===== config.mk =====
export PLATFORM = sky130hd
export DESIGN_NAME = nibble_serial_adder
export DESIGN_NICKNAME = d
export VERILOG_FILES = /design/src/rtl/nibble_serial_adder_pkg.sv /design/src/rtl/nibble_serial_adder_rca4.sv /design/src/rtl/nibble_serial_adder.sv
export SDC_FILE = /design/constraint.sdc
export NUM_CORES = 1
export LEC_CHECK = 0
export CAP_MARGIN = 10
export CORE_ASPECT_RATIO = 1.1
export CORE_MARGIN = 1
export CORE_UTILIZATION = 47
export CTS_BUF_LIST = sky130_fd_sc_hd__clkbuf_4 sky130_fd_sc_hd__clkbuf_8
export DETAILED_ROUTE_END_ITERATION = 12
export GPL_TIMING_DRIVEN = 0
export PLACE_DENSITY = 0.86
export SETUP_SLACK_MARGIN = 0.05
export SLEW_MARGIN = 0
export SYNTH_ARGS = -nofsm -noshare
export SYNTH_HDL_FRONTEND = slang
export SYNTH_SLANG_ARGS = --single-unit

===== constraint.sdc =====
create_clock -name clk -period 2.6 [get_ports clk]
set_input_delay 0.52 -clock clk [delete_from_list [all_inputs] [get_ports clk]]
set_output_delay 0.52 -clock clk [all_outputs]
set_load 0.05 [all_outputs]

===== src/rtl/nibble_serial_adder_pkg.sv =====
`default_nettype none
// ============================================================================
// Module  : nibble_serial_adder_pkg
// Brief   : Shared constants, state encoding and sizing helper for the
//           nibble-serial adder.
// Revision: 1.0 - initial release
// ============================================================================
package nibble_serial_adder_pkg;

   // Width of one adder slice; the serial datapath walks the operands in
   // chunks of this many bits.
   localparam int NIB_W = 4;

   // Control states of the serial adder.
   typedef enum logic [1:0] {
      S_IDLE = 2'd0,
      S_RUN  = 2'd1,
      S_DONE = 2'd2
   } state_t;

   // Counter width needed to index n nibbles; never narrower than one bit
   // so a single-nibble configuration still has a legal register.
   function automatic int cnt_width(input int n);
      return (n > 1) ? $clog2(n) : 1;
   endfunction

endpackage : nibble_serial_adder_pkg
`default_nettype wire


===== src/rtl/nibble_serial_adder_rca4.sv =====
`default_nettype none
// ============================================================================
// Module  : ripple_carry_full_adder_4bit
// Brief   : 4-bit ripple-carry adder built from a chain of full-adder cells.
// Revision: 1.0 - initial release
// ============================================================================
module ripple_carry_full_adder_4bit (
   output logic [3:0] sum,
   output logic       c_out,
   input  logic [3:0] a,
   input  logic [3:0] b,
   input  logic       c_in
);

   // Carry chain: w_c[i] is the carry into bit i, w_c[4] leaves the slice.
   logic [4:0] w_c;

   assign w_c[0] = c_in;

   for (genvar i = 0; i < 4; i++) begin : g_bit
      assign sum[i]    = a[i] ^ b[i] ^ w_c[i];
      assign w_c[i+1]  = (a[i] & b[i]) | (w_c[i] & (a[i] ^ b[i]));
   end

   assign c_out = w_c[4];

endmodule : ripple_carry_full_adder_4bit
`default_nettype wire


===== src/rtl/nibble_serial_adder.sv =====
`default_nettype none
// ============================================================================
// Module  : nibble_serial_adder
// Brief   : Multi-cycle WIDTH-bit adder that reuses one 4-bit ripple-carry
//           slice, processing one nibble per clock (LSB first) with the
//           inter-nibble carry held in a register. Operand and result both
//           use valid/ready handshakes.
// Revision: 1.0 - initial release
// ============================================================================
module nibble_serial_adder
   import nibble_serial_adder_pkg::*;
#(
   parameter int WIDTH = 16
) (
   input  logic             clk,
   input  logic             rst_n,
   input  logic             in_valid,
   output logic             in_ready,
   input  logic [WIDTH-1:0] a,
   input  logic [WIDTH-1:0] b,
   input  logic             c_in,
   output logic             out_valid,
   input  logic             out_ready,
   output logic [WIDTH-1:0] sum,
   output logic             c_out,
   output logic             busy
);

   localparam int N     = WIDTH / NIB_W;
   localparam int CNT_W = cnt_width(N);
   localparam logic [CNT_W-1:0] C_LAST = CNT_W'(N - 1);

   // Reject configurations whose width does not split into whole nibbles.
   if ((WIDTH < NIB_W) || ((WIDTH % NIB_W) != 0)) begin : g_width_check
      $fatal(1, "nibble_serial_adder: WIDTH=%0d must be a multiple of 4 and >= 4", WIDTH);
   end

   state_t                r_state;
   state_t                w_next_state;
   logic [CNT_W-1:0]      r_nib_cnt;
   logic [WIDTH-1:0]      r_a;
   logic [WIDTH-1:0]      r_b;
   logic                  r_carry;
   logic [WIDTH-1:0]      r_sum;
   logic                  r_c_out;

   logic                  w_accept;
   logic                  w_step;
   logic                  w_last;
   logic [NIB_W-1:0]      w_a_nib;
   logic [NIB_W-1:0]      w_b_nib;
   logic [NIB_W-1:0]      w_add_sum;
   logic                  w_add_cout;

   // Nibble mux: select the slice of the captured operands for this cycle.
   assign w_a_nib = r_a[{r_nib_cnt, 2'b00} +: NIB_W];
   assign w_b_nib = r_b[{r_nib_cnt, 2'b00} +: NIB_W];

   ripple_carry_full_adder_4bit u_rca (
      .sum   (w_add_sum),
      .c_out (w_add_cout),
      .a     (w_a_nib),
      .b     (w_b_nib),
      .c_in  (r_carry)
   );

   // State register.
   always_ff @(posedge clk or negedge rst_n) begin
      if (!rst_n) begin
         r_state <= S_IDLE;
      end else begin
         r_state <= w_next_state;
      end
   end

   // Next-state logic and per-state control strobes.
   always_comb begin
      w_next_state = r_state;
      w_accept     = 1'b0;
      w_step       = 1'b0;
      w_last       = 1'b0;
      case (r_state)
         S_IDLE: begin
            if (in_valid) begin
               w_accept     = 1'b1;
               w_next_state = S_RUN;
            end
         end
         S_RUN: begin
            w_step = 1'b1;
            if (r_nib_cnt == C_LAST) begin
               w_last       = 1'b1;
               w_next_state = S_DONE;
            end
         end
         S_DONE: begin
            if (out_ready) begin
               w_next_state = S_IDLE;
            end
         end
         default: begin
            w_next_state = S_IDLE;
         end
      endcase
   end

   // Datapath: capture operands on accept, then fold in one nibble per cycle.
   always_ff @(posedge clk or negedge rst_n) begin
      if (!rst_n) begin
         r_nib_cnt <= '0;
         r_a       <= '0;
         r_b       <= '0;
         r_carry   <= 1'b0;
         r_sum     <= '0;
         r_c_out   <= 1'b0;
      end else if (w_accept) begin
         r_a       <= a;
         r_b       <= b;
         r_carry   <= c_in;
         r_nib_cnt <= '0;
      end else if (w_step) begin
         r_sum[{r_nib_cnt, 2'b00} +: NIB_W] <= w_add_sum;
         r_carry   <= w_add_cout;
         r_nib_cnt <= r_nib_cnt + 1'b1;
         if (w_last) begin
            r_c_out <= w_add_cout;
         end
      end
   end

   assign in_ready  = (r_state == S_IDLE);
   assign out_valid = (r_state == S_DONE);
   assign busy      = (r_state == S_RUN) || (r_state == S_DONE);
   assign sum       = r_sum;
   assign c_out     = r_c_out;

endmodule : nibble_serial_adder
`default_nettype wire


# [Word-level counts from Yosys, hierarchy flattened]
# Cells that the tools add are included.
# Widths: inputs -> output; s select.
[totals] ram_bits=0 wordCells=60 regBits=54 romBits=0 memories=0 latchBits=0
[classes] div_mod_pow=0 muxes=14 shift=4 order_cmp=0 reduce_logical=6 n_bitwise=21 eq_ne=6 mul=0 addsub=2
[ops] operator="$shiftx 16x5->4" count=2
[ops] operator="$bwmux 16" count=1
[ops] operator="$shift 4x6->16 const A" count=1
[ops] operator="$shiftx 4x6->16" count=1
[ops] operator="$mux 2" count=5
[ops] operator="$and 1x1->1" count=8
[ops] operator="$xor 1x1->1" count=8
[ops] operator="$mux 1" count=7
[ops] operator="$neg 4->6" count=1
[ops] operator="$pmux 2 s3" count=1
[ops] operator="$reduce_and 3->1" count=2
[ops] operator="$eq 2x2->1 const B" count=2
[ops] operator="$ne 2x2->1 const B" count=2
[ops] operator="$or 1x1->1" count=4
[ops] operator="$add 2x1->2 const B" count=1
[ops] operator="$eq 2x1->1 const B" count=1
[ops] operator="$logic_not 2->1" count=1
[ops] operator="$ne 2x1->1 const B" count=1
[ops] operator="$reduce_and 2->1" count=1
[ops] operator="$reduce_bool 2->1" count=1
[ops] operator="$logic_or 1x1->1" count=1
[ops] operator="$not 1->1" count=1

# [Depth between registers and ports, before layout]
# Gate-level depths: netlist of run 1.
[logic_depth] word_depth=12 depth_mapped=12

# [Cells and area by module]
# From an unflattened synthesis of run 1, not the netlist that was laid out.
[unflattened] hier_cells=180 area_unflattened_um2=2521.2
[by_module_without_submodules] mod="nibble_serial_adder" cells_each=166 area_each_um2=2403.6 seq_area_each_um2=1351.3 n_inst=1
[by_module_without_submodules] mod="ripple_carry_full_adder_4bit" cells_each=14 area_each_um2=117.6 seq_area_each_um2=0.0 n_inst=1

# [Least setup slack after synthesis of run 1]
# Ideal clock, no wire load.
[synth_timing] path_type="register -> register" startpoint="reg r_nib_cnt[1]" endpoint="reg r_sum[11], in the netlist sum[11]" path_stages_with_launch=12 arrival_ps=2664 setup_ps=121 setup_slack_ps=-185 synth_period_minus_slack_ps=2785 cell_sequence="dfrtp_1 > clkbuf_1 > mux4_2 > inv_1 > fa_1 > inv_1 > fa_1 > inv_1 > fa_1 > inv_1 > fa_1 > a22o_1"
[synth_via] elab_chain_len=11 word_cells_on_any_way=23
[synth_rtl] item="start, declared" line="nibble_serial_adder.sv:40" rtl="logic [CNT_W-1:0] r_nib_cnt;"
[synth_rtl] item="start signal, assigned" line="nibble_serial_adder.sv:124" rtl="r_nib_cnt <= r_nib_cnt + 1'b1;"
[synth_rtl] item="$shiftx 16x5->4, on equally long branches" line="nibble_serial_adder.sv:56, nibble_serial_adder.sv:57"
[synth_rtl] item="$xor 1x1->1" line="nibble_serial_adder_rca4.sv:21, nibble_serial_adder_rca4.sv:22"
[synth_rtl] item="$and 1x1->1" line="nibble_serial_adder_rca4.sv:22" rtl="assign w_c[i+1] = (a[i] & b[i]) | (w_c[i] & (a[i] ^ b[i]));"
[synth_rtl] item="$or 1x1->1" line="nibble_serial_adder_rca4.sv:22"
[synth_rtl] item="$and 1x1->1" line="nibble_serial_adder_rca4.sv:22"
[synth_rtl] item="$or 1x1->1" line="nibble_serial_adder_rca4.sv:22"
[synth_rtl] item="$and 1x1->1" line="nibble_serial_adder_rca4.sv:22"
[synth_rtl] item="$or 1x1->1" line="nibble_serial_adder_rca4.sv:22"
[synth_rtl] item="$xor 1x1->1" line="nibble_serial_adder_rca4.sv:21" rtl="assign sum[i] = a[i] ^ b[i] ^ w_c[i];"
[synth_rtl] item="$shiftx 4x6->16" line="nibble_serial_adder.sv:122" rtl="r_sum[{r_nib_cnt, 2'b00} +: NIB_W] <= w_add_sum;"
[synth_rtl] item="$bwmux 16 (*)" line="nibble_serial_adder.sv:122"
[synth_rtl] item="end signal, assigned by index" line="nibble_serial_adder.sv:122"
[synth_rtl] item="end, declared" line="nibble_serial_adder.sv:44" rtl="logic [WIDTH-1:0] r_sum;"
# Mark *: on every way between the ends. The rest lies on a longest branch, timed or not.
# A chain may end at the register's enable or synchronous reset.

# [Final worst setup path of run 1]
[layout_timing] startpoint="reg r_nib_cnt[0]" endpoint="reg r_sum[3], in the netlist sum[3]"
# Same word-level chain as after synthesis.

==> results of run 1 <==
[report_power, final]
| part | total, mW | switching [mW] | internal, mW |
|---|---|---|---|
| combinational | 2.67 | 1.43 | 1.24 |
| sequential | 1.41 | 0.198 | 1.21 |
| clock | 0.455 | 0.248 | 0.207 |
| total | 4.53 | 1.87 | 2.66 |
[metal layers]
metal / vias up / global-route usage, % / share of wire, %
met5: - / 0 / 0
met4: 0 / 5.490 / 1.9
met3: 10 / 4.061 / 3.2
met2: 46 / 37.92 / 55
met1: 828 / 21.73 / 39
li1: 789 / - / -
[registers in the layout (all words and copies together) (netlist names)]
name,count
r_a,16
c_out,1
r_state,2
sum,16
r_carry,1
r_nib_cnt,2
r_b,16
[worst max-delay path, cell delays in order (launching register included)]
cell and delay (ps):
dfrtp_1 390, buf_6 150, mux4_2 510, inv_2 80, fa_2 190, inv_2 40, fa_2 320, inv_2 60
fa_2 180, inv_2 40, fa_2 580, nand2_1 70, o21ai_1 110
[cells in the mapped netlist]
library cell	n	area, µm²
inv_2	1	3.750
inv_1	14	52.55
mux4_2	8	180.2
and4_1	2	17.52
a222oi_1	1	10.01
and4b_1	1	10.01
mux2i_1	2	20.02
o21ai_0	8	40.04
o31ai_1	2	15.01
mux2_2	35	394.1
nor2b_1	1	6.260
a21oi_1	3	15.01
a22o_1	6	52.55
nand4b_1	1	8.760
buf_2	5	25.02
buf_4	1	7.510
fa_1	4	80.08
dfrtp_1	54	1351
nand4_1	2	12.51
nand2_1	19	71.32
clkbuf_1	2	7.510
nor2_1	2	7.510
xnor2_1	1	8.760
ha_1	9	112.6
nor3b_1	1	7.510
[kinds of logic after synthesis]
group,Yosys count
adder cells (fa/ha/maj),13
multiplexers,45
XOR/XNOR,1
flip-flops,54
AO/OA/AOI/OAI,20
buffers and inverters,23
AND/OR/NAND/NOR,29
[path summary, 6_finish.rpt]
path | startpoint | to | cells past startpoint
setup / recovery | r_nib_cnt[0] | sum[3] | 12
hold / removal | rst_n | sum[8] | 1
setup reg to reg | r_nib_cnt[0] | sum[3] | 12
hold reg to reg | sum[0] | sum[0] | 2
max in group asynchronous | rst_n | r_b[9] | 2
min in group clk | sum[0] | sum[0] | 2
[cell type report]
cell class,instances,area (µm²)
multi-input combinational,108,1080
buffer,8,56.30
fill,402,1739
inverter,15,56.30
timing repair buffer,64,628.1
clock buffer,7,83.83
tap,58,72.57
sequential,54,1351
[per-stage QoR]
stage | hold slack (ps) | cell area, µm² | setup TNS [ps] | worst slack [ps]
floorplan | 224.4 | 2535 | -346.8 | -93.72
global placement | 461.2 | 3168 | -29990 | -532.8
detailed placement | 458.2 | 3183 | -1529 | -293.0
CTS | 120.9 | 3306 | -669.2 | -170.9
global route | 147.2 | 3328 | -1335 | -274.4
finish | 122.0 | 3328 | -732.8 | -186.2
[timing repair]
item	4_1_cts	5_1_grt
gates resized for setup	3	2
endpoints found under the setup margin	10	10
gates cloned	0	0
pin swaps	4	0
buffers inserted	4	3
==> report_table.html, run 1 <==
<table>
<tr><th>Metric</th><th>Value</th></tr>
<tr><th colspan="2">Status</th></tr>
<tr><td>Status</td><td>complete, but fails checks</td></tr>
<tr><td>Violations in the final reports</td><td>setup timing</td></tr>
<tr><th colspan="2">Floorplanning</th></tr>
<tr><td>Die extent in x</td><td>71.78 µm</td></tr>
<tr><td>Total number of placement rows</td><td>27</td></tr>
<tr><td>Effective utilization at floorplan</td><td>49.68%</td></tr>
<tr><td>Die Footprint</td><td>0.005653 mm²</td></tr>
<tr><td>Core Footprint</td><td>0.005067 mm²</td></tr>
<tr><td>Die extent in y</td><td>78.76 µm</td></tr>
<tr><td>I/O pin count</td><td>57</td></tr>
<tr><th colspan="2">GRT</th></tr>
<tr><td>Wire length of the first global-routing pass</td><td>8.314 mm</td></tr>
<tr><td>Number of antenna violations at the first check in global routing</td><td>0</td></tr>
<tr><td>GRT Util Overall</td><td>19.75%</td></tr>
<tr><td>Largest net degree at the start of global routing</td><td>39</td></tr>
<tr><td>Number of global-route vias before repair</td><td>1786</td></tr>
<tr><td>Total grt overflow</td><td>0</td></tr>
<tr><th colspan="2">Synthesis</th></tr>
<tr><td>Combinational family with the most area after synthesis</td><td>multiplexers</td></tr>
<tr><td>Post-synthesis xor/xnor area fraction</td><td>0.3479%</td></tr>
<tr><td>Post-synthesis average cell area</td><td>13.61 µm²</td></tr>
<tr><td>Cells after Synth</td><td>185</td></tr>
<tr><td>Post-synthesis instance area</td><td>0.002517 mm²</td></tr>
<tr><td>Seq cells post-synth</td><td>54</td></tr>
<tr><td>Adder-cell area share of the yosys netlist</td><td>7.654%</td></tr>
<tr><td>Net count of the mapped netlist</td><td>235</td></tr>
<tr><td>Count of cell types in the netlist</td><td>25</td></tr>
<tr><td>Share of synthesized area occupied by flip-flops and latches</td><td>53.68%</td></tr>
<tr><td>Synth Area in Compound Gates</td><td>5.268%</td></tr>
<tr><td>Fraction of synthesized area in multiplexers</td><td>23.61%</td></tr>
<tr><td>Simple-gate area share of the yosys netlist</td><td>5.616%</td></tr>
<tr><td>Count of warnings emitted by yosys</td><td>0</td></tr>
<tr><th colspan="2">Clock tree</th></tr>
<tr><td>Clk slew on worst S/H paths</td><td>90 ps</td></tr>
<tr><td>Clock tree from TritonCTS</td><td>yes</td></tr>
<tr><td>TritonCTS buffer count</td><td>5</td></tr>
<tr><td>Clock Tree Root</td><td>clkbuf_8</td></tr>
<tr><td>Skew-Pair Late Insertion Delay</td><td>300 ps</td></tr>
<tr><td>Clock H-tree levels</td><td>2</td></tr>
<tr><td>Number of hold buffers added after cts</td><td>0</td></tr>
<tr><td>CTS max path bufs</td><td>2</td></tr>
<tr><td>Clock sink count</td><td>54</td></tr>
<tr><th colspan="2">Finish</th></tr>
<tr><td>Area grow syn2layout</td><td>32.21%</td></tr>
<tr><td>Fraction of final layout cells sized beyond drive strength 1</td><td>29.69%</td></tr>
<tr><td>Total inserted antenna cells</td><td>0</td></tr>
<tr><td>Commonest cells after routing, fill and taps aside</td><td>clkdlybuf4s50_1 (55), dfrtp_1 (54), mux2_2 (35)</td></tr>
<tr><td>Most common cell after layout, fill and taps aside</td><td>clkdlybuf4s50_1</td></tr>
<tr><td>Final #Nets</td><td>306</td></tr>
<tr><td>Finished Core Util</td><td>65.68%</td></tr>
<tr><td>Non-filler instance count after layout</td><td>314</td></tr>
<tr><th colspan="2">Run</th></tr>
<tr><td>Max cap viols</td><td>0</td></tr>
<tr><th colspan="2">Timing</th></tr>
<tr><td>Pin slew with the least headroom to its limit</td><td>500.2 ps</td></tr>
<tr><td>Final setup violation count</td><td>6</td></tr>
<tr><td>Final worst path period need</td><td>2786 ps</td></tr>
<tr><td>Setup Skew</td><td>5.860 ps</td></tr>
<tr><td>Final critical-path share of the clock period</td><td>107.2%</td></tr>
<tr><td>Slew Viols, Final</td><td>0</td></tr>
<tr><td>Setup repair after global routing missed its margin</td><td>yes</td></tr>
<tr><td>Worst path setup slack after routing</td><td>-186.2 ps</td></tr>
<tr><td>Maximum clock frequency</td><td>358.9 MHz</td></tr>
<tr><td>Worst relative slew slack</td><td>66.55%</td></tr>
<tr><td>Total count of hold-check failures in the final report</td><td>0</td></tr>
<tr><th colspan="2">Worst setup path</th></tr>
<tr><td>Endpoint arrival time on the critical path</td><td>3020 ps</td></tr>
<tr><td>Type of destination of the critical path</td><td>register</td></tr>
<tr><td>Critical path startpoint category</td><td>register</td></tr>
<tr><td>Setup slack, reg-to-reg</td><td>-190 ps</td></tr>
<tr><td>CP Max Fanout</td><td>5</td></tr>
<tr><td>Type of the worst setup path</td><td>reg2reg</td></tr>
<tr><td>Worst Path Required</td><td>2830 ps</td></tr>
<tr><th colspan="2">Drt</th></tr>
<tr><td>Post-DR vias/cell</td><td>5.328</td></tr>
<tr><td># DRC</td><td>0</td></tr>
<tr><td>Vias</td><td>1673</td></tr>
<tr><td>Final antenna-violating net count</td><td>0</td></tr>
<tr><td>Routed wire length</td><td>4.909 mm</td></tr>
<tr><td>WL per Instance</td><td>15.63 µm</td></tr>
<tr><td>First DRT Iteration DRCs</td><td>88</td></tr>
<tr><td>Detailed-router iteration count before antenna repair</td><td>4</td></tr>
<tr><th colspan="2">Min path</th></tr>
<tr><td>Min-delay worst type</td><td>in2async</td></tr>
<tr><th colspan="2">Pwr</th></tr>
<tr><td>Final total power</td><td>4.532 mW</td></tr>
<tr><td>Highest ir drop seen on vdd</td><td>0.6951 mV</td></tr>
<tr><td>Pwr dens</td><td>1362 mW/mm²</td></tr>
<tr><td>Static power due to leakage</td><td>1.449 nW</td></tr>
<tr><th colspan="2">Placed design</th></tr>
<tr><td>Placed Cells incl. Taps</td><td>300</td></tr>
<tr><td>Placer's final routability congestion estimate</td><td>0.7847</td></tr>
<tr><td>Sum of net half-perimeters after detailed placement</td><td>3.736 mm</td></tr>
<tr><td>Count of buffers inserted at the top-level ports</td><td>56</td></tr>
</table>
Power figures use the tool's default switching activity.
==> run 2, diff against run 1 <==
- SETUP_SLACK_MARGIN: 0.05 -> 0.02
==> run 2 against run 1 <==
Compared with the run above:
- the flow still finishes with violations (setup timing)
- clock-buffer cell count unchanged
- via count shrank 1.4%
- die area unchanged
- routed wire length down 4.3%
- total power increased by 1.0%
- first-iteration DRC count down 42%
- critical path type unchanged
- cell area is essentially flat
- clock skew up 1.8 ps
- combinational power rose by 2%
- sequential share of layout area is essentially flat
- register-to-register slack worse by 20 ps
==> report_table.html, run 2 (synthesis results as in run 1) <==
<table>
<tr><th>Metric</th><th>Value</th></tr>
<tr><th colspan="2">Status</th></tr>
<tr><td>Status</td><td>complete, but fails checks (unchanged)</td></tr>
<tr><td>Violations in the final reports</td><td>setup timing (unchanged)</td></tr>
<tr><th colspan="2">Timing</th></tr>
<tr><td>Worst relative slew slack</td><td>66.06% (was 66.55%)</td></tr>
<tr><td>Setup repair after global routing missed its margin</td><td>yes (unchanged)</td></tr>
<tr><td>Maximum clock frequency</td><td>356.3 MHz (was 358.9 MHz)</td></tr>
<tr><td>Final worst path period need</td><td>2806 ps (was 2786 ps)</td></tr>
<tr><td>Total count of hold-check failures in the final report</td><td>0 (unchanged)</td></tr>
<tr><td>Final critical-path share of the clock period</td><td>107.9% (was 107.2%)</td></tr>
<tr><td>Worst path setup slack after routing</td><td>-206.5 ps (was -186.2 ps)</td></tr>
<tr><td>Hold slack</td><td>141.7 ps (was 122.0 ps)</td></tr>
<tr><td>Final setup violation count</td><td>5 (was 6)</td></tr>
<tr><td>Slew Viols, Final</td><td>0 (unchanged)</td></tr>
<tr><td>Pin slew with the least headroom to its limit</td><td>507.5 ps (was 500.2 ps)</td></tr>
<tr><td>Setup Skew</td><td>7.618 ps (was 5.860 ps)</td></tr>
<tr><th colspan="2">Clock tree</th></tr>
<tr><td>Clock Tree Root</td><td>clkbuf_8 (unchanged)</td></tr>
<tr><td>Clk slew on worst S/H paths</td><td>90 ps (about the same)</td></tr>
<tr><td>Clock tree from TritonCTS</td><td>yes (unchanged)</td></tr>
<tr><td>CTS max path bufs</td><td>2 (unchanged)</td></tr>
<tr><td>Skew-Pair Late Insertion Delay</td><td>310 ps (was 300 ps)</td></tr>
<tr><td>Clock sink count</td><td>54 (unchanged)</td></tr>
<tr><td>Clock H-tree levels</td><td>2 (unchanged)</td></tr>
<tr><td>TritonCTS buffer count</td><td>5 (unchanged)</td></tr>
<tr><th colspan="2">Floorplanning</th></tr>
<tr><td>Die extent in y</td><td>78.76 µm (unchanged)</td></tr>
<tr><td>Die extent in x</td><td>71.78 µm (unchanged)</td></tr>
<tr><td>Core Footprint</td><td>0.005067 mm² (unchanged)</td></tr>
<tr><td>Total number of placement rows</td><td>27 (unchanged)</td></tr>
<tr><td>Die Footprint</td><td>0.005653 mm² (unchanged)</td></tr>
<tr><td>I/O pin count</td><td>57 (unchanged)</td></tr>
<tr><td>Effective utilization at floorplan</td><td>49.68% (unchanged)</td></tr>
<tr><th colspan="2">Run</th></tr>
<tr><td>Max cap viols</td><td>0 (unchanged)</td></tr>
<tr><th colspan="2">GRT</th></tr>
<tr><td>GRT Util Overall</td><td>18.34% (was 19.75%)</td></tr>
<tr><td>Wire length of the first global-routing pass</td><td>7.935 mm (was 8.314 mm)</td></tr>
<tr><td>Largest net degree at the start of global routing</td><td>37 (was 39)</td></tr>
<tr><td>Number of antenna violations at the first check in global routing</td><td>0 (unchanged)</td></tr>
<tr><td>Number of global-route vias before repair</td><td>1776 (was 1786)</td></tr>
<tr><td>Total grt overflow</td><td>0 (unchanged)</td></tr>
<tr><th colspan="2">Placed design</th></tr>
<tr><td>Placed Cells incl. Taps</td><td>300 (unchanged)</td></tr>
<tr><td>Area post-placement</td><td>0.003183 mm² (unchanged)</td></tr>
<tr><td>Placer's final routability congestion estimate</td><td>0.7516 (was 0.7847)</td></tr>
<tr><td>Sum of net half-perimeters after detailed placement</td><td>3.604 mm (was 3.736 mm)</td></tr>
<tr><td>Count of buffers inserted at the top-level ports</td><td>56 (unchanged)</td></tr>
<tr><th colspan="2">Finish</th></tr>
<tr><td>Summed area of non-filler cells in the final layout</td><td>0.003329 mm² (was 0.003328 mm²)</td></tr>
<tr><td>Fraction of final layout cells sized beyond drive strength 1</td><td>29.80% (was 29.69%)</td></tr>
<tr><td>Commonest cells after routing, fill and taps aside</td><td>clkdlybuf4s50_1 (55), dfrtp_1 (54), mux2_2 (35) (unchanged)</td></tr>
<tr><td>Layout fillers</td><td>405 (was 402)</td></tr>
<tr><td>Most common cell after layout, fill and taps aside</td><td>clkdlybuf4s50_1 (unchanged)</td></tr>
<tr><td>Total inserted antenna cells</td><td>0 (unchanged)</td></tr>
<tr><td>Non-filler instance count after layout</td><td>313 (was 314)</td></tr>
<tr><td>Area grow syn2layout</td><td>32.26% (was 32.21%)</td></tr>
<tr><td>Final #Nets</td><td>305 (was 306)</td></tr>
<tr><th colspan="2">Pwr</th></tr>
<tr><td>Pwr dens</td><td>1375 mW/mm² (was 1362 mW/mm²)</td></tr>
<tr><td>Static power due to leakage</td><td>1.447 nW (was 1.449 nW)</td></tr>
<tr><td>Net switching fraction of the power</td><td>40.49% (was 41.31%)</td></tr>
<tr><td>Flop pwr share</td><td>30.7% (was 31.2%)</td></tr>
<tr><td>Highest ir drop seen on vdd</td><td>0.5776 mV (was 0.6951 mV)</td></tr>
<tr><td>Switch Pwr</td><td>1.854 mW (was 1.873 mW)</td></tr>
<tr><td>Internal</td><td>2.724 mW (was 2.660 mW)</td></tr>
<tr><td>Combinational share of power</td><td>59.4% (was 58.8%)</td></tr>
<tr><td>Relative contribution of the clock network to total power</td><td>9.9% (was 10.0%)</td></tr>
<tr><th colspan="2">Drt</th></tr>
<tr><td>Routed wire length</td><td>4.699 mm (was 4.909 mm)</td></tr>
<tr><td># DRC</td><td>0 (unchanged)</td></tr>
<tr><td>WL per Instance</td><td>15.01 µm (was 15.63 µm)</td></tr>
<tr><td>Final antenna-violating net count</td><td>0 (unchanged)</td></tr>
<tr><td>Post-DR vias/cell</td><td>5.268 (was 5.328)</td></tr>
<tr><td>First DRT Iteration DRCs</td><td>51 (was 88)</td></tr>
<tr><td>Detailed-router iteration count before antenna repair</td><td>4 (unchanged)</td></tr>
<tr><td>Vias</td><td>1649 (was 1673)</td></tr>
<tr><th colspan="2">Worst setup path</th></tr>
<tr><td>CP Max Fanout</td><td>5 (unchanged)</td></tr>
<tr><td>Type of destination of the critical path</td><td>register (unchanged)</td></tr>
<tr><td>Worst stage delay on the critical path</td><td>460 ps (was 580 ps)</td></tr>
<tr><td>Endpoint arrival time on the critical path</td><td>3010 ps (was 3020 ps)</td></tr>
<tr><td>Worst Path Required</td><td>2800 ps (was 2830 ps)</td></tr>
<tr><td>Type of the worst setup path</td><td>reg2reg (unchanged)</td></tr>
<tr><td>Series of cell instances along the critical path</td><td>buf_6 &gt; mux4_2 &gt; inv_2 &gt; fa_2 &gt; inv_2 &gt; fa_2 &gt; inv_2 &gt; fa_2 &gt; inv_2 &gt; fa_2 &gt; buf_6 &gt; a22o_1 (was buf_6 &gt; mux4_2 &gt; inv_2 &gt; fa_2 &gt; inv_2 &gt; fa_2 &gt; inv_2 &gt; fa_2 &gt; inv_2 &gt; fa_2 &gt; nand2_1 &gt; o21ai_1)</td></tr>
<tr><td>Slowest cell on crit path</td><td>fa_2 (unchanged)</td></tr>
<tr><td>Critical path startpoint category</td><td>register (unchanged)</td></tr>
<tr><td>Depth of the worst register-to-register path</td><td>12 (unchanged)</td></tr>
<tr><th colspan="2">Min path</th></tr>
<tr><td>Min-delay worst type</td><td>in2async (unchanged)</td></tr>
</table>
run 2: power by group through the flow:
stage | clock network [mW] | logic (mW) | registers, mW
6_report | 0.455 | 2.72 | 1.41
5_1_grt | 0.504 | 2.92 | 1.45
4_1_cts | 0.470 | 2.59 | 1.41
3_5_place_dp | 0 | 2.54 | 1.43
3_3_place_gp | 0 | 2.49 | 1.41
2_1_floorplan | 0 | 1.59 | 1.64
run 2: through the flow:
step / util (%) / power, mW / setup TNS, ps / setup WS [ps]
2_1_floorplan: - / 3.232 / -346.8 / -93.72
4_1_cts: 65.09 / 4.470 / -556.8 / -168.2
6_report: 65.70 / 4.578 / -655.2 / -206.5
3_3_place_gp: 62.52 / 3.895 / -28840 / -514.5
3_5_place_dp: 62.81 / 3.975 / -1371 / -287.2
5_1_grt: 65.70 / 4.866 / -1076 / -260.0
run 2: area by class of cell:
class                   instances  area, µm²  share of cell area [%]
flip-flops and latches         54       1351                   40.59
multi-input cells             108       1085                   32.58
repair buffers                 63      624.3                   18.75
clock buffers                   7      83.83                   2.518
well taps                      58      72.57                   2.180
plain buffers                   8      56.30                   1.691
inverters                      15      56.30                   1.691
run 2: worst paths after layout:
check | startpoint | end | slack (ps)
setup / recovery | r_nib_cnt[0] | sum[11] | -210
hold / removal | rst_n | sum[7] | 140
setup reg to reg | r_nib_cnt[0] | sum[11] | -210
hold reg to reg | sum[6] | sum[6] | 490
max in group asynchronous | rst_n | r_b[1] | 1920
min in group clk | sum[6] | sum[6] | 490
run 2: routing by layer:
metal	vias to the layer above	share of wire, %	global-route usage, %
li1	783	-	-
met1	821	40	21.23
met2	40	55	33.49
met3	5	4.0	4.569
met4	0	0.98	5.098
met5	-	0	0
run 2: worst max-delay path: cells and delay by family (launching register included):
| family | cells | cell delay [ps] |
|---|---|---|
| AO/OA/AOI/OAI | 1 | 170 |
| adder cells (fa/ha/maj) | 4 | 1320 |
| buffers and inverters | 6 | 480 |
| flip-flops | 1 | 400 |
| multiplexers | 1 | 330 |
run 2: repair_timing:
item	4_1_cts	5_1_grt
hold buffers	0	0
buffers inserted	3	3
resized for setup	3	2
pin swaps	4	3
endpoints found under the setup margin	7	7
==> run 3, diff against run 2 <==
- CORE_UTILIZATION: 47 -> 30
- PLACE_DENSITY: 0.86 -> 0.62
==> run 3 against run 2 <==
Compared with the run above:
- the run still ends with setup timing left
- critical path depth stayed put
- worst hold slack got worse by 16 ps
- maximum frequency increased by 0.40%
- combinational power shrank 4%
- routed wire length grew 7.5%
- clock skew fell by 1.8 ps
- utilization down 24 points
- sequential cell count unchanged
- final cell count increased by 15%
- largest cell class unchanged
==> report_table.html, run 3 (synthesis results as in run 1) <==
<table>
<tr><th>Metric</th><th>Value</th></tr>
<tr><th colspan="2">Status</th></tr>
<tr><td>Status</td><td>complete, but fails checks (unchanged)</td></tr>
<tr><td>Violations in the final reports</td><td>setup timing (unchanged)</td></tr>
<tr><th colspan="2">Floorplanning</th></tr>
<tr><td>Total number of placement rows</td><td>34 (was 27)</td></tr>
<tr><td>Die Footprint</td><td>0.008762 mm² (was 0.005653 mm²)</td></tr>
<tr><td>Die extent in y</td><td>98.08 µm (was 78.76 µm)</td></tr>
<tr><td>Die extent in x</td><td>89.34 µm (was 71.78 µm)</td></tr>
<tr><td>Effective utilization at floorplan</td><td>31.31% (was 49.68%)</td></tr>
<tr><td>I/O pin count</td><td>57 (unchanged)</td></tr>
<tr><td>Core Footprint</td><td>0.008040 mm² (was 0.005067 mm²)</td></tr>
<tr><th colspan="2">GRT</th></tr>
<tr><td>GRT met1 Usage</td><td>14.92% (was 21.23%)</td></tr>
<tr><td>Total grt overflow</td><td>0 (unchanged)</td></tr>
<tr><td>Global-route met2 utilization</td><td>21.49% (was 33.49%)</td></tr>
<tr><td>Wire length of the first global-routing pass</td><td>8.280 mm (was 7.935 mm)</td></tr>
<tr><td>Layer carrying the most global-route usage</td><td>met2 (unchanged)</td></tr>
<tr><td>Number of antenna violations at the first check in global routing</td><td>0 (unchanged)</td></tr>
<tr><td>Number of global-route vias before repair</td><td>1762 (was 1776)</td></tr>
<tr><td>Largest net degree at the start of global routing</td><td>39 (was 37)</td></tr>
<tr><td>Global-route track usage on met3</td><td>3.635% (was 4.569%)</td></tr>
<tr><td>GRT Util Overall</td><td>12.54% (was 18.34%)</td></tr>
<tr><th colspan="2">Timing</th></tr>
<tr><td>Worst path setup slack after routing</td><td>-195.4 ps (was -206.5 ps)</td></tr>
<tr><td>Setup Skew</td><td>5.845 ps (was 7.618 ps)</td></tr>
<tr><td>Worst relative slew slack</td><td>66.61% (was 66.06%)</td></tr>
<tr><td>Slew Viols, Final</td><td>0 (unchanged)</td></tr>
<tr><td>Total count of hold-check failures in the final report</td><td>0 (unchanged)</td></tr>
<tr><td>Final worst path period need</td><td>2795 ps (was 2806 ps)</td></tr>
<tr><td>Summed negative setup slack over all endpoints</td><td>-721.6 ps (was -655.2 ps)</td></tr>
<tr><td>Pin slew with the least headroom to its limit</td><td>499.2 ps (was 507.5 ps)</td></tr>
<tr><td>Final setup violation count</td><td>6 (was 5)</td></tr>
<tr><td>Setup repair after global routing missed its margin</td><td>yes (unchanged)</td></tr>
<tr><td>Maximum clock frequency</td><td>357.7 MHz (was 356.3 MHz)</td></tr>
<tr><td>Final critical-path share of the clock period</td><td>107.5% (was 107.9%)</td></tr>
<tr><th colspan="2">Finish</th></tr>
<tr><td>Area grow syn2layout</td><td>34.69% (was 32.26%)</td></tr>
<tr><td>Layout fillers</td><td>763 (was 405)</td></tr>
<tr><td>Most common cell after layout, fill and taps aside</td><td>clkdlybuf4s50_1 (unchanged)</td></tr>
<tr><td>Final #Nets</td><td>302 (was 305)</td></tr>
<tr><td>Summed area of non-filler cells in the final layout</td><td>0.003391 mm² (was 0.003329 mm²)</td></tr>
<tr><td>Fraction of final layout cells sized beyond drive strength 1</td><td>28.85% (was 29.80%)</td></tr>
<tr><td>Total inserted antenna cells</td><td>0 (unchanged)</td></tr>
<tr><td>Commonest cells after routing, fill and taps aside</td><td>clkdlybuf4s50_1 (55), dfrtp_1 (54), mux2_2 (35) (unchanged)</td></tr>
<tr><th colspan="2">Placed design</th></tr>
<tr><td>Placement Setup Slack</td><td>-300.4 ps (was -287.2 ps)</td></tr>
<tr><td>Sum of net half-perimeters after detailed placement</td><td>3.870 mm (was 3.604 mm)</td></tr>
<tr><td>Placer's final routability congestion estimate</td><td>0.7272 (was 0.7516)</td></tr>
<tr><td>Count of buffers inserted at the top-level ports</td><td>56 (unchanged)</td></tr>
<tr><td>Area post-placement</td><td>0.003246 mm² (was 0.003183 mm²)</td></tr>
<tr><th colspan="2">Clock tree</th></tr>
<tr><td>Clk slew on worst S/H paths</td><td>90 ps (about the same)</td></tr>
<tr><td>TritonCTS buffer count</td><td>5 (unchanged)</td></tr>
<tr><td>CTS max path bufs</td><td>2 (unchanged)</td></tr>
<tr><td>Clock tree from TritonCTS</td><td>yes (unchanged)</td></tr>
<tr><td>Skew-Pair Late Insertion Delay</td><td>310 ps (about the same)</td></tr>
<tr><td>Clock Tree Root</td><td>clkbuf_8 (unchanged)</td></tr>
<tr><td>Clock sink count</td><td>54 (unchanged)</td></tr>
<tr><td>Clock H-tree levels</td><td>2 (unchanged)</td></tr>
<tr><th colspan="2">Drt</th></tr>
<tr><td>Vias</td><td>1632 (was 1649)</td></tr>
<tr><td>WL per Instance</td><td>13.99 µm (was 15.01 µm)</td></tr>
<tr><td>First DRT Iteration DRCs</td><td>22 (was 51)</td></tr>
<tr><td># DRC</td><td>0 (unchanged)</td></tr>
<tr><td>Final antenna-violating net count</td><td>0 (unchanged)</td></tr>
<tr><td>Detailed-router iteration count before antenna repair</td><td>4 (unchanged)</td></tr>
<tr><td>Post-DR vias/cell</td><td>4.521 (was 5.268)</td></tr>
<tr><td>Routed wire length</td><td>5.050 mm (was 4.699 mm)</td></tr>
<tr><th colspan="2">Worst setup path</th></tr>
<tr><td>Levels on crit path</td><td>12 (unchanged)</td></tr>
<tr><td>Worst stage delay on the critical path</td><td>580 ps (was 460 ps)</td></tr>
<tr><td>Top cell family by delay on the critical path</td><td>adder cells (unchanged)</td></tr>
<tr><td>Series of cell instances along the critical path</td><td>buf_6 &gt; mux4_2 &gt; inv_2 &gt; fa_2 &gt; inv_2 &gt; fa_2 &gt; inv_2 &gt; fa_2 &gt; inv_2 &gt; fa_2 &gt; nand2_1 &gt; o21ai_1 (was buf_6 &gt; mux4_2 &gt; inv_2 &gt; fa_2 &gt; inv_2 &gt; fa_2 &gt; inv_2 &gt; fa_2 &gt; inv_2 &gt; fa_2 &gt; buf_6 &gt; a22o_1)</td></tr>
<tr><td>Endpoint arrival time on the critical path</td><td>3030 ps (was 3010 ps)</td></tr>
<tr><td>Depth of the worst register-to-register path</td><td>12 (unchanged)</td></tr>
<tr><td>Worst Path Required</td><td>2840 ps (was 2800 ps)</td></tr>
<tr><td>Crit Reg-Reg Endpoint</td><td>sum[3] (was sum[11])</td></tr>
<tr><td>Type of destination of the critical path</td><td>register (unchanged)</td></tr>
<tr><td>Setup slack, reg-to-reg</td><td>-200 ps (was -210 ps)</td></tr>
<tr><td>CP Max Fanout</td><td>4 (was 5)</td></tr>
<tr><td>Type of the worst setup path</td><td>reg2reg (unchanged)</td></tr>
<tr><td>Slowest cell on crit path</td><td>fa_2 (unchanged)</td></tr>
<tr><td>Start point of the critical path</td><td>r_nib_cnt[0] (unchanged)</td></tr>
<tr><td>Worst Setup EP</td><td>sum[3] (was sum[11])</td></tr>
<tr><td>Critical path buffers and inverters</td><td>5 (was 6)</td></tr>
<tr><td>Launch point of the worst reg-to-reg path</td><td>r_nib_cnt[0] (unchanged)</td></tr>
<tr><td>Critical path startpoint category</td><td>register (unchanged)</td></tr>
<tr><th colspan="2">Pwr</th></tr>
<tr><td>Static power due to leakage</td><td>1.438 nW (was 1.447 nW)</td></tr>
<tr><td>Pwr dens</td><td>1352 mW/mm² (was 1375 mW/mm²)</td></tr>
<tr><td>Highest ir drop seen on vdd</td><td>0.5084 mV (was 0.5776 mV)</td></tr>
<tr><th colspan="2">Min path</th></tr>
<tr><td>Min-delay worst type</td><td>in2async (unchanged)</td></tr>
<tr><th colspan="2">Run</th></tr>
<tr><td>Max cap viols</td><td>0 (unchanged)</td></tr>
</table>
[run 3: what timing repair did]
action / CTS / global route
pin swaps: 4 / 2
setup buffers: 2 / 1
hold buffers: 0 / 0
gates resized for setup: 3 / 0
endpoints found under the setup margin: 8 / 7
[run 3: final cells by class]
| class | count | area [µm²] | area share [%] |
|---|---|---|---|
| sequential | 54 | 1351 | 39.85 |
| multi-input combinational | 108 | 1080 | 31.85 |
| timing repair buffer | 60 | 598.1 | 17.64 |
| tap | 108 | 135.1 | 3.985 |
| clock buffer | 6 | 76.32 | 2.251 |
| buffer | 8 | 56.30 | 1.661 |
| inverter | 15 | 56.30 | 1.661 |
| clock inverter | 2 | 37.54 | 1.107 |
[run 3: worst reg2reg max path, stage by stage (launching register included)]
cell	delay (ps)
dfrtp_1	390
buf_6	130
mux4_2	510
inv_2	80
fa_2	190
inv_2	40
fa_2	330
inv_2	60
fa_2	180
inv_2	40
fa_2	580
nand2_1	80
o21ai_1	110
[run 3: power breakdown]
group | internal [mW] | switching [mW]
clock | 0.298 | 0.270
combinational | 1.20 | 1.41
sequential | 1.21 | 0.192
[run 3: through the flow]
step	hold WS [ps]	total power, mW	util, %	instances
detailed placement	469.5	4.028	40.37	350
global route	137.1	4.892	42.17	361
CTS	135.9	4.628	42.08	360
floorplan	224.4	3.232	-	185
global placement	470.6	3.965	40.18	349
finish	125.5	4.585	42.17	361
[run 3: worst min path at each step]
stage	to	cells past startpoint
after global routing	sum[1]	1
final	sum[15]	1
after CTS	sum[15]	1
after detailed placement	sum[1]	1
after global placement	sum[1]	2
after floorplan	c_out	0
[run 3: per-layer routing]
layer	up-vias	wire length, µm
met1	802	2127
met4	0	89
met2	42	2623
met5	-	0
met3	10	210
li1	778	-
